--- config.mk ---
export PLATFORM = sky130hd
export DESIGN_NAME = gpu_rf_access_ctrl
export DESIGN_NICKNAME = d
export VERILOG_FILES = /design/src/rtl/gpu_rf_access_ctrl.sv
export SDC_FILE = /design/constraint.sdc
export NUM_CORES = 1
export LEC_CHECK = 0
export CELL_PAD_IN_SITES_DETAIL_PLACEMENT = 1
export CELL_PAD_IN_SITES_GLOBAL_PLACEMENT = 1
export CORE_MARGIN = 1.5
export CORE_UTILIZATION = 27
export DETAILED_ROUTE_END_ITERATION = 8
export PLACE_DENSITY = 0.72
export SYNTH_ARGS = -nofsm -noshare
export SYNTH_HDL_FRONTEND = slang
export SYNTH_SLANG_ARGS = --single-unit
--- constraint.sdc ---
create_clock -name clk -period 1.42 [get_ports clk]
set_input_delay 0.142 -clock clk [delete_from_list [all_inputs] [get_ports clk]]
set_output_delay 0.142 -clock clk [all_outputs]
set_load 0.01 [all_outputs]
--- src/rtl/gpu_rf_access_ctrl.sv ---
// Request-side controller for the GPU register file: single-beat writes,
// wrap-around burst reads with range checking, valid/ready on both channels.
module gpu_rf_access_ctrl #(
    parameter int D_WIDTH  = 16,
    parameter int A_WIDTH  = 4,
    parameter int RF_DEPTH = 4,
    parameter int L_WIDTH  = 4
) (
    input  logic               clk,
    input  logic               rst,
    input  logic               req_valid,
    output logic               req_ready,
    input  logic               req_write,
    input  logic [A_WIDTH-1:0] req_addr,
    input  logic [D_WIDTH-1:0] req_wdata,
    input  logic [L_WIDTH-1:0] req_len,
    output logic               rsp_valid,
    input  logic               rsp_ready,
    output logic [D_WIDTH-1:0] rsp_data,
    output logic               rsp_err,
    output logic               rsp_last,
    output logic [D_WIDTH-1:0] rf_write_data,
    output logic [A_WIDTH-1:0] rf_write_addr,
    output logic               rf_write_enable,
    output logic [A_WIDTH-1:0] rf_read_addr,
    input  logic [D_WIDTH-1:0] rf_read_data
);

    typedef enum logic [1:0] {IDLE, WR, RD_ISSUE, RD_RESP} state_t;

    localparam logic [A_WIDTH:0]   DEPTH     = (A_WIDTH+1)'(RF_DEPTH);
    localparam logic [A_WIDTH-1:0] LAST_ADDR = A_WIDTH'(RF_DEPTH - 1);

    state_t             state;
    state_t             state_next;
    logic [A_WIDTH-1:0] cur_addr;
    logic [L_WIDTH-1:0] remaining;
    logic               req_fire;
    logic               rsp_fire;
    logic               req_in_range;

    assign req_ready    = (state == IDLE);
    assign req_fire     = req_valid && req_ready;
    assign rsp_fire     = rsp_valid && rsp_ready;
    assign req_in_range = ({1'b0, req_addr} < DEPTH);
    assign rf_read_addr = (state == RD_ISSUE) ? cur_addr : '0;

    always_ff @(posedge clk) begin
        if (rst) begin
            state <= IDLE;
        end else begin
            state <= state_next;
        end
    end

    // Out-of-range writes still pass through WR so every write costs two cycles.
    always_comb begin
        state_next = state;
        case (state)
            IDLE: begin
                if (req_fire) begin
                    if (req_write) begin
                        state_next = WR;
                    end else if (req_in_range) begin
                        state_next = RD_ISSUE;
                    end else begin
                        state_next = RD_RESP;
                    end
                end
            end
            WR:       state_next = IDLE;
            RD_ISSUE: state_next = RD_RESP;
            RD_RESP: begin
                if (rsp_fire) begin
                    state_next = rsp_last ? IDLE : RD_ISSUE;
                end
            end
            default:  state_next = IDLE;
        endcase
    end

    always_ff @(posedge clk) begin
        if (rst) begin
            rf_write_enable <= 1'b0;
            rf_write_addr   <= '0;
            rf_write_data   <= '0;
            rsp_valid       <= 1'b0;
            rsp_err         <= 1'b0;
            rsp_last        <= 1'b0;
            rsp_data        <= '0;
            cur_addr        <= '0;
            remaining       <= '0;
        end else begin
            rf_write_enable <= 1'b0;
            case (state)
                IDLE: begin
                    if (req_fire) begin
                        if (req_write) begin
                            if (req_in_range) begin
                                rf_write_enable <= 1'b1;
                                rf_write_addr   <= req_addr;
                                rf_write_data   <= req_wdata;
                            end
                        end else begin
                            cur_addr  <= req_addr;
                            remaining <= req_len;
                            if (!req_in_range) begin
                                rsp_valid <= 1'b1;
                                rsp_err   <= 1'b1;
                                rsp_last  <= 1'b1;
                                rsp_data  <= '0;
                            end
                        end
                    end
                end
                RD_ISSUE: begin
                    rsp_data  <= rf_read_data;
                    rsp_valid <= 1'b1;
                    rsp_err   <= 1'b0;
                    rsp_last  <= (remaining == '0);
                end
                RD_RESP: begin
                    // Address wraps at the implemented depth, not at 2^A_WIDTH.
                    if (rsp_fire) begin
                        rsp_valid <= 1'b0;
                        if (!rsp_last) begin
                            cur_addr  <= (cur_addr == LAST_ADDR) ? '0 : cur_addr + A_WIDTH'(1);
                            remaining <= remaining - L_WIDTH'(1);
                        end
                    end
                end
                default: begin
                end
            endcase
        end
    end

endmodule

== Yosys cells after proc, flatten, opt, wreduce, memory -nomap -nowiden ==
Index checks and enable logic that the tools add are counted.
Storage, ports and cells
  register bits after elaboration: 50
  input bits: 45
  output and inout port bits: 45
  word-level logic and storage cells: 68
Operators by class
  add/subtract/negate cells: 2
  order comparisons: 1
  eq/ne operators: 9
  multiplexer cells: 30
  bitwise logic cells: 3
  reductions and logical operators: 13
Operators with widths (count)
  16-bit 2-to-1 mux: 3
  4-bit 2-to-1 mux: 10
  16-bit case mux with 2 select lines: 1
  4-bit case mux with 2 select lines: 2
  5-bit AND reduction: 2
  2-bit 2-to-1 mux: 4
  2-bit inequality test, second input constant: 4
  2-bit case mux with 4 select lines: 1
  4-bit AND reduction: 2
  1-bit 2-to-1 mux: 6
  4-bit by 1-bit adder with 4-bit output, second input constant: 1
  2-bit equality test, second input constant: 2
  4-bit by 2-bit equality test with 1-bit output, second input constant: 1
  4-bit zero test: 1
  4-bit by 3-bit less-than comparator with 1-bit output, second input constant: 1
  1-bit case mux with 2 select lines: 2
  2-bit nonzero test: 2
  4-bit OR reduction: 1
  4-bit by 1-bit subtractor with 4-bit output, second input constant: 1
  1-bit inverter: 3
  1-bit case mux with 3 select lines: 1
  3-bit nonzero test: 1
  2-bit by 1-bit equality test with 1-bit output, second input constant: 1
  1-bit logical AND: 2
  other kinds (3): 3

== Depth between registers and ports, before layout ==
  depth after elaboration: 5
  gate-level depth with buffers: 6
  depth with buffers taken out: 5

== Worst setup path after synthesis ==
Ideal clock, no wire load.
  kind: register to register
  start point: register state[0]
  end point: register rf_write_addr[0]
  setup time: 0.132 ns
  arrival: 1.239 ns
  required time: 1.288 ns
  slack: 0.048 ns
  stages on the path, launching flop included: 7
  buffers on the path: 2
  period minus slack after synthesis: 1.372 ns
  cells stage by stage: dfxtp_1 > buf_2 > nor4_2 > nand3_2 > buf_2 > nand2_1 > a21oi_1
On the way
  longest elaborated chain between the ends: 3
Ends and longest elaborated chain
  from (decl): line 34  | state_t state;
  from (signal assigned): line 52  | state <= state_next;
  2-bit zero test (*): line 42, 95
  1-bit logical AND: line 43  | assign req_fire = req_valid && req_ready;
  4-bit AND reduction (no line) (*)
  to (signal assigned): line 101  | rf_write_addr <= req_addr;
  to (decl): line 23  | output logic [A_WIDTH-1:0] rf_write_addr,
Every way passes the cells marked *; elsewhere a longest branch is shown, timed or not.
A chain may end at the register's enable or synchronous reset.

== Worst setup path in the final report ==
  start point: register state[1]
  end point: register cur_addr[0]
On the way
  longest elaborated chain between the ends: 4
  elaborated cells between the ends (all ways): 10
  classes of those cells: 5 x eq/ne; 1 x mux; 4 x reduce/logical
Ends and longest elaborated chain
  2-bit zero test: line 42, 95
  1-bit logical AND: line 43
  2-bit by 1-bit inequality test with 1-bit output (no line)
  5-bit AND reduction (no line)
  to (signal assigned): line 105  | cur_addr <= req_addr;
  to (signal assigned): line 127  | cur_addr <= (cur_addr == LAST_ADDR) ? '0 : cur_addr + A_WIDTH'(1);
  to (decl): line 36  | logic [A_WIDTH-1:0] cur_addr;
Several ways; a longest one is shown, not always the timed one.

==> impl_metrics.xml <==
<?xml version="1.0" encoding="UTF-8"?>
<metrics>
  <group name="run_status">
    <metric name="status" unit="">complete, no violations</metric>
  </group>
  <group name="worst_setup_path">
    <metric name="critical_path.n_buffers_inverters" unit="">4</metric>
    <metric name="cp_max_fo" unit="">6</metric>
    <metric name="critical_path.cell_chain" unit="">buf_4 &gt; nand2_2 &gt; o32ai_4 &gt; buf_6 &gt; buf_4 &gt; buf_4 &gt; a211oi_2</metric>
    <metric name="setup.worst_path.end_class" unit="">flop</metric>
    <metric name="max_stage_delay" unit="ns">0.37</metric>
    <metric name="cp_data_required_time" unit="ns">1.60</metric>
    <metric name="critPathTopFamily" unit="">buffers and inverters</metric>
    <metric name="cp.arrival" unit="ns">1.59</metric>
    <metric name="timing.critical_path.mode_cell" unit="">sky130_fd_sc_hd__buf_4</metric>
    <metric name="r2r_slack" unit="ns">0.008</metric>
    <metric name="slowest_cp_cell" unit="">sky130_fd_sc_hd__dfxtp_2</metric>
    <metric name="timing_worst_setup_path_type" unit="">flop to flop</metric>
    <metric name="setup.worst_path.start_class" unit="">flop</metric>
  </group>
  <group name="floorplanning">
    <metric name="effective_utilization_at_floorplan" unit="%">28.2</metric>
    <metric name="die_area" unit="µm²">8240</metric>
    <metric name="core_region_area" unit="µm²">7370</metric>
    <metric name="chipWidth" unit="µm">90.8</metric>
    <metric name="chipHeight" unit="µm">90.8</metric>
    <metric name="pin_count" unit="">90</metric>
    <metric name="num_rows" unit="">31</metric>
  </group>
  <group name="finish">
    <metric name="area_growth_syn_to_layout" unit="%">62.7</metric>
    <metric name="fin_nets" unit="">405</metric>
    <metric name="multiInputGateArea" unit="µm²">1030</metric>
    <metric name="utilization" unit="%">45.9</metric>
    <metric name="regArea" unit="µm²">1010</metric>
    <metric name="antenna_cells_inserted" unit="">0</metric>
    <metric name="final_common_cell" unit="">sky130_fd_sc_hd__clkdlybuf4s50_1</metric>
    <metric name="mostFrequentLayoutCells" unit="">80 x sky130_fd_sc_hd__clkdlybuf4s50_1, 53 x sky130_fd_sc_hd__nand2_1, 47 x sky130_fd_sc_hd__dfxtp_1</metric>
    <metric name="layout-drive-gt1-share" unit="%">16.7</metric>
    <metric name="fillerInstances" unit="">917</metric>
  </group>
  <group name="grt">
    <metric name="grt_overflow_total" unit="">0</metric>
    <metric name="grt_start_max_net_pins" unit="">21</metric>
    <metric name="vias_in_the_first_global_route" unit="">2148</metric>
    <metric name="global_route.usage.total" unit="%">15.4</metric>
    <metric name="global_route_wire_length_before_repair" unit="µm">10300</metric>
    <metric name="grt_antenna_before_repair" unit="">0</metric>
  </group>
  <group name="synth">
    <metric name="mapped_cells" unit="">254</metric>
    <metric name="mappedNetlistNets" unit="">301</metric>
    <metric name="avgSynthCellArea" unit="µm²">8.19</metric>
    <metric name="synth-seq-cells" unit="">50</metric>
    <metric name="mappedNetlistArea" unit="µm²">2080</metric>
    <metric name="post_synth_num_cell_types" unit="">38</metric>
    <metric name="synthesis.yosys.warnings" unit="">0</metric>
    <metric name="synth_enable_flop_cells" unit="">0</metric>
    <metric name="synth_seq_area_share" unit="%">48.1</metric>
    <metric name="synth-main-ff-cell" unit="">sky130_fd_sc_hd__dfxtp_1</metric>
    <metric name="synthArstFlopShare" unit="%">0</metric>
  </group>
  <group name="placement">
    <metric name="post-dp-hpwl" unit="µm">4690</metric>
    <metric name="port_buffers" unit="">89</metric>
    <metric name="routabilityCongestion" unit="">0.716</metric>
  </group>
  <group name="sta">
    <metric name="layout_min_cycle_time" unit="ns">1.41</metric>
    <metric name="finalMaxSlewViolations" unit="">0</metric>
    <metric name="tightestPinTransition" unit="ns">0.299</metric>
    <metric name="grt_setup_unrepaired" unit="">true</metric>
    <metric name="hold_ws" unit="ns">0.197</metric>
    <metric name="slew_headroom" unit="%">80.0</metric>
    <metric name="fmax" unit="MHz">708</metric>
    <metric name="setup_viol" unit="">0</metric>
    <metric name="hold_viol_final" unit="">0</metric>
    <metric name="tns_setup" unit="ns">0</metric>
    <metric name="final_min_period_over_clock_period" unit="%">99.4</metric>
    <metric name="fin_skew" unit="ns">0.00166</metric>
  </group>
  <group name="clock_tree">
    <metric name="insertion_delay" unit="ns">0.30</metric>
    <metric name="clk_path_buf_depth" unit="">2</metric>
    <metric name="cts_tree" unit="">yes</metric>
    <metric name="htree_num_levels" unit="">2</metric>
    <metric name="cts-buffers-inserted" unit="">5</metric>
    <metric name="root_buffer_cell" unit="">sky130_fd_sc_hd__clkbuf_8</metric>
    <metric name="path_clk_slew" unit="ns">0.09</metric>
    <metric name="cts.sink_count" unit="">50</metric>
  </group>
  <group name="power">
    <metric name="power_after_layout" unit="mW">3.04</metric>
    <metric name="power_density" unit="nW/µm²">899</metric>
    <metric name="p_leak" unit="nW">1.22</metric>
    <metric name="vdd_drop_max" unit="V">0.000391</metric>
  </group>
  <group name="drt">
    <metric name="first_iter_violations" unit="">37</metric>
    <metric name="route.detailed.wl_per_inst" unit="µm">13.8</metric>
    <metric name="detail-route-antenna-nets" unit="">0</metric>
    <metric name="firstDrtPassIters" unit="">4</metric>
    <metric name="postRouteWirelength" unit="µm">6310</metric>
    <metric name="route.detailed.vias_per_inst" unit="">4.69</metric>
    <metric name="routed-via-count" unit="">2146</metric>
    <metric name="drt_drc_violations_left" unit="">0</metric>
  </group>
  <group name="hold_path">
    <metric name="class_of_the_most_critical_hold_timing_path" unit="">input pin to flop</metric>
  </group>
  <group name="flow_run">
    <metric name="drv.max_cap_violation_count" unit="">0</metric>
  </group>
</metrics>
==> final cells by class <==
cell class	instances	area share (%)
sequential	50	29.8
clock inverter	1	0.888
inverter	4	0.444
multi-input combinational	182	30.6
clock buffer	7	2.26
tap	99	3.66
timing repair buffer	115	32.4
==> stage by stage <==
| step | worst slack, ns | instance area [µm²] | instances |
|---|---|---|---|
| 4_1_cts | 0.00426 | 3330 | 457 |
| 6_report | 0.00823 | 3380 | 458 |
| 5_1_grt | -0.0600 | 3380 | 458 |
| 2_1_floorplan | 0.0484 | 2080 | 254 |
| 3_5_place_dp | -0.277 | 3200 | 449 |
| 3_3_place_gp | -0.202 | 3200 | 449 |
==> registers in the layout, indices dropped and copies added (netlist names) <==
| name | flops |
|---|---|
| rf_write_data | 16 |
| rsp_data | 16 |
| cur_addr | 4 |
| remaining | 4 |
| rf_write_addr | 4 |
| state | 2 |
| rf_write_enable | 1 |
| rsp_err | 1 |
| rsp_last | 1 |
| rsp_valid | 1 |
==> path summary, 6_finish.rpt <==
check,from,endpoint,cells past startpoint
max,state[1]$_SDFFE_PP0P_,cur_addr[0]$_SDFFE_PP0P_,7
min,rst,state[1]$_SDFFE_PP0P_,2
max reg2reg,state[1]$_SDFFE_PP0P_,cur_addr[0]$_SDFFE_PP0P_,7
min reg2reg,rf_write_data[11]$_SDFFE_PP0P_,rf_write_data[11]$_SDFFE_PP0P_,2
==> power by group <==
part	leakage, nW	switching [mW]	internal [mW]
clock network	0.0524	0.452	0.528
logic	0.759	0.241	0.316
registers	0.407	0.0486	1.46
total	1.22	0.741	2.30
==> timing repair <==
action,in CTS,in global routing
gates cloned,0,0
hold buffers,0,0
buffers inserted,0,1
setup endpoints to repair,35,29
gates resized for setup,36,13
pin swaps,4,4
==> kinds of logic after synthesis <==
| logic type | after synthesis | share of synthesized area [%] |
|---|---|---|
| multiplexers | 1 | 0.481 |
| AND/OR/NAND/NOR | 96 | 21.7 |
| AO/OA/AOI/OAI | 83 | 23.5 |
| adder cells (fa/ha/maj) | 2 | 1.20 |
| flip-flops | 50 | 48.1 |
| buffers and inverters | 22 | 4.99 |
==> synth_stat cells, types with 2 or more instances <==
cell type | n | area (µm²)
sky130_fd_sc_hd__buf_4 | 2 | 15.0
sky130_fd_sc_hd__nand2b_1 | 2 | 12.5
sky130_fd_sc_hd__nand3_1 | 2 | 10.0
sky130_fd_sc_hd__buf_2 | 5 | 25.0
sky130_fd_sc_hd__nand2_1 | 56 | 210
sky130_fd_sc_hd__ha_1 | 2 | 25.0
sky130_fd_sc_hd__nor3_1 | 4 | 20.0
sky130_fd_sc_hd__clkbuf_1 | 9 | 33.8
sky130_fd_sc_hd__inv_1 | 4 | 15.0
sky130_fd_sc_hd__a21oi_1 | 45 | 225
sky130_fd_sc_hd__dfxtp_1 | 50 | 1000
sky130_fd_sc_hd__nor2b_1 | 3 | 18.8
sky130_fd_sc_hd__nor2_1 | 10 | 37.5
sky130_fd_sc_hd__and2_1 | 7 | 43.8
sky130_fd_sc_hd__nor3b_1 | 4 | 30.0
sky130_fd_sc_hd__o21ai_0 | 24 | 120
sky130_fd_sc_hd__o21a_1 | 3 | 22.5
sky130_fd_sc_hd__a31oi_1 | 2 | 12.5
==> metal layers <==
layer  part of all wire, %  global-route usage (%)
met1                    44                    19.6
met2                    49                    25.1
met3                   4.8                    3.79
met4                   1.4                    5.29
met5                     0                       0
==> worst reg2reg max path, delay by kind of cell (launching register included) <==
kind                   cells  cell delay [ns]
AND/OR/NAND/NOR            1             0.09
buffers and inverters      4             0.50
flip-flops                 1             0.37
AO/OA/AOI/OAI              2             0.35
Note: power is estimated with default switching activity, not from simulation.
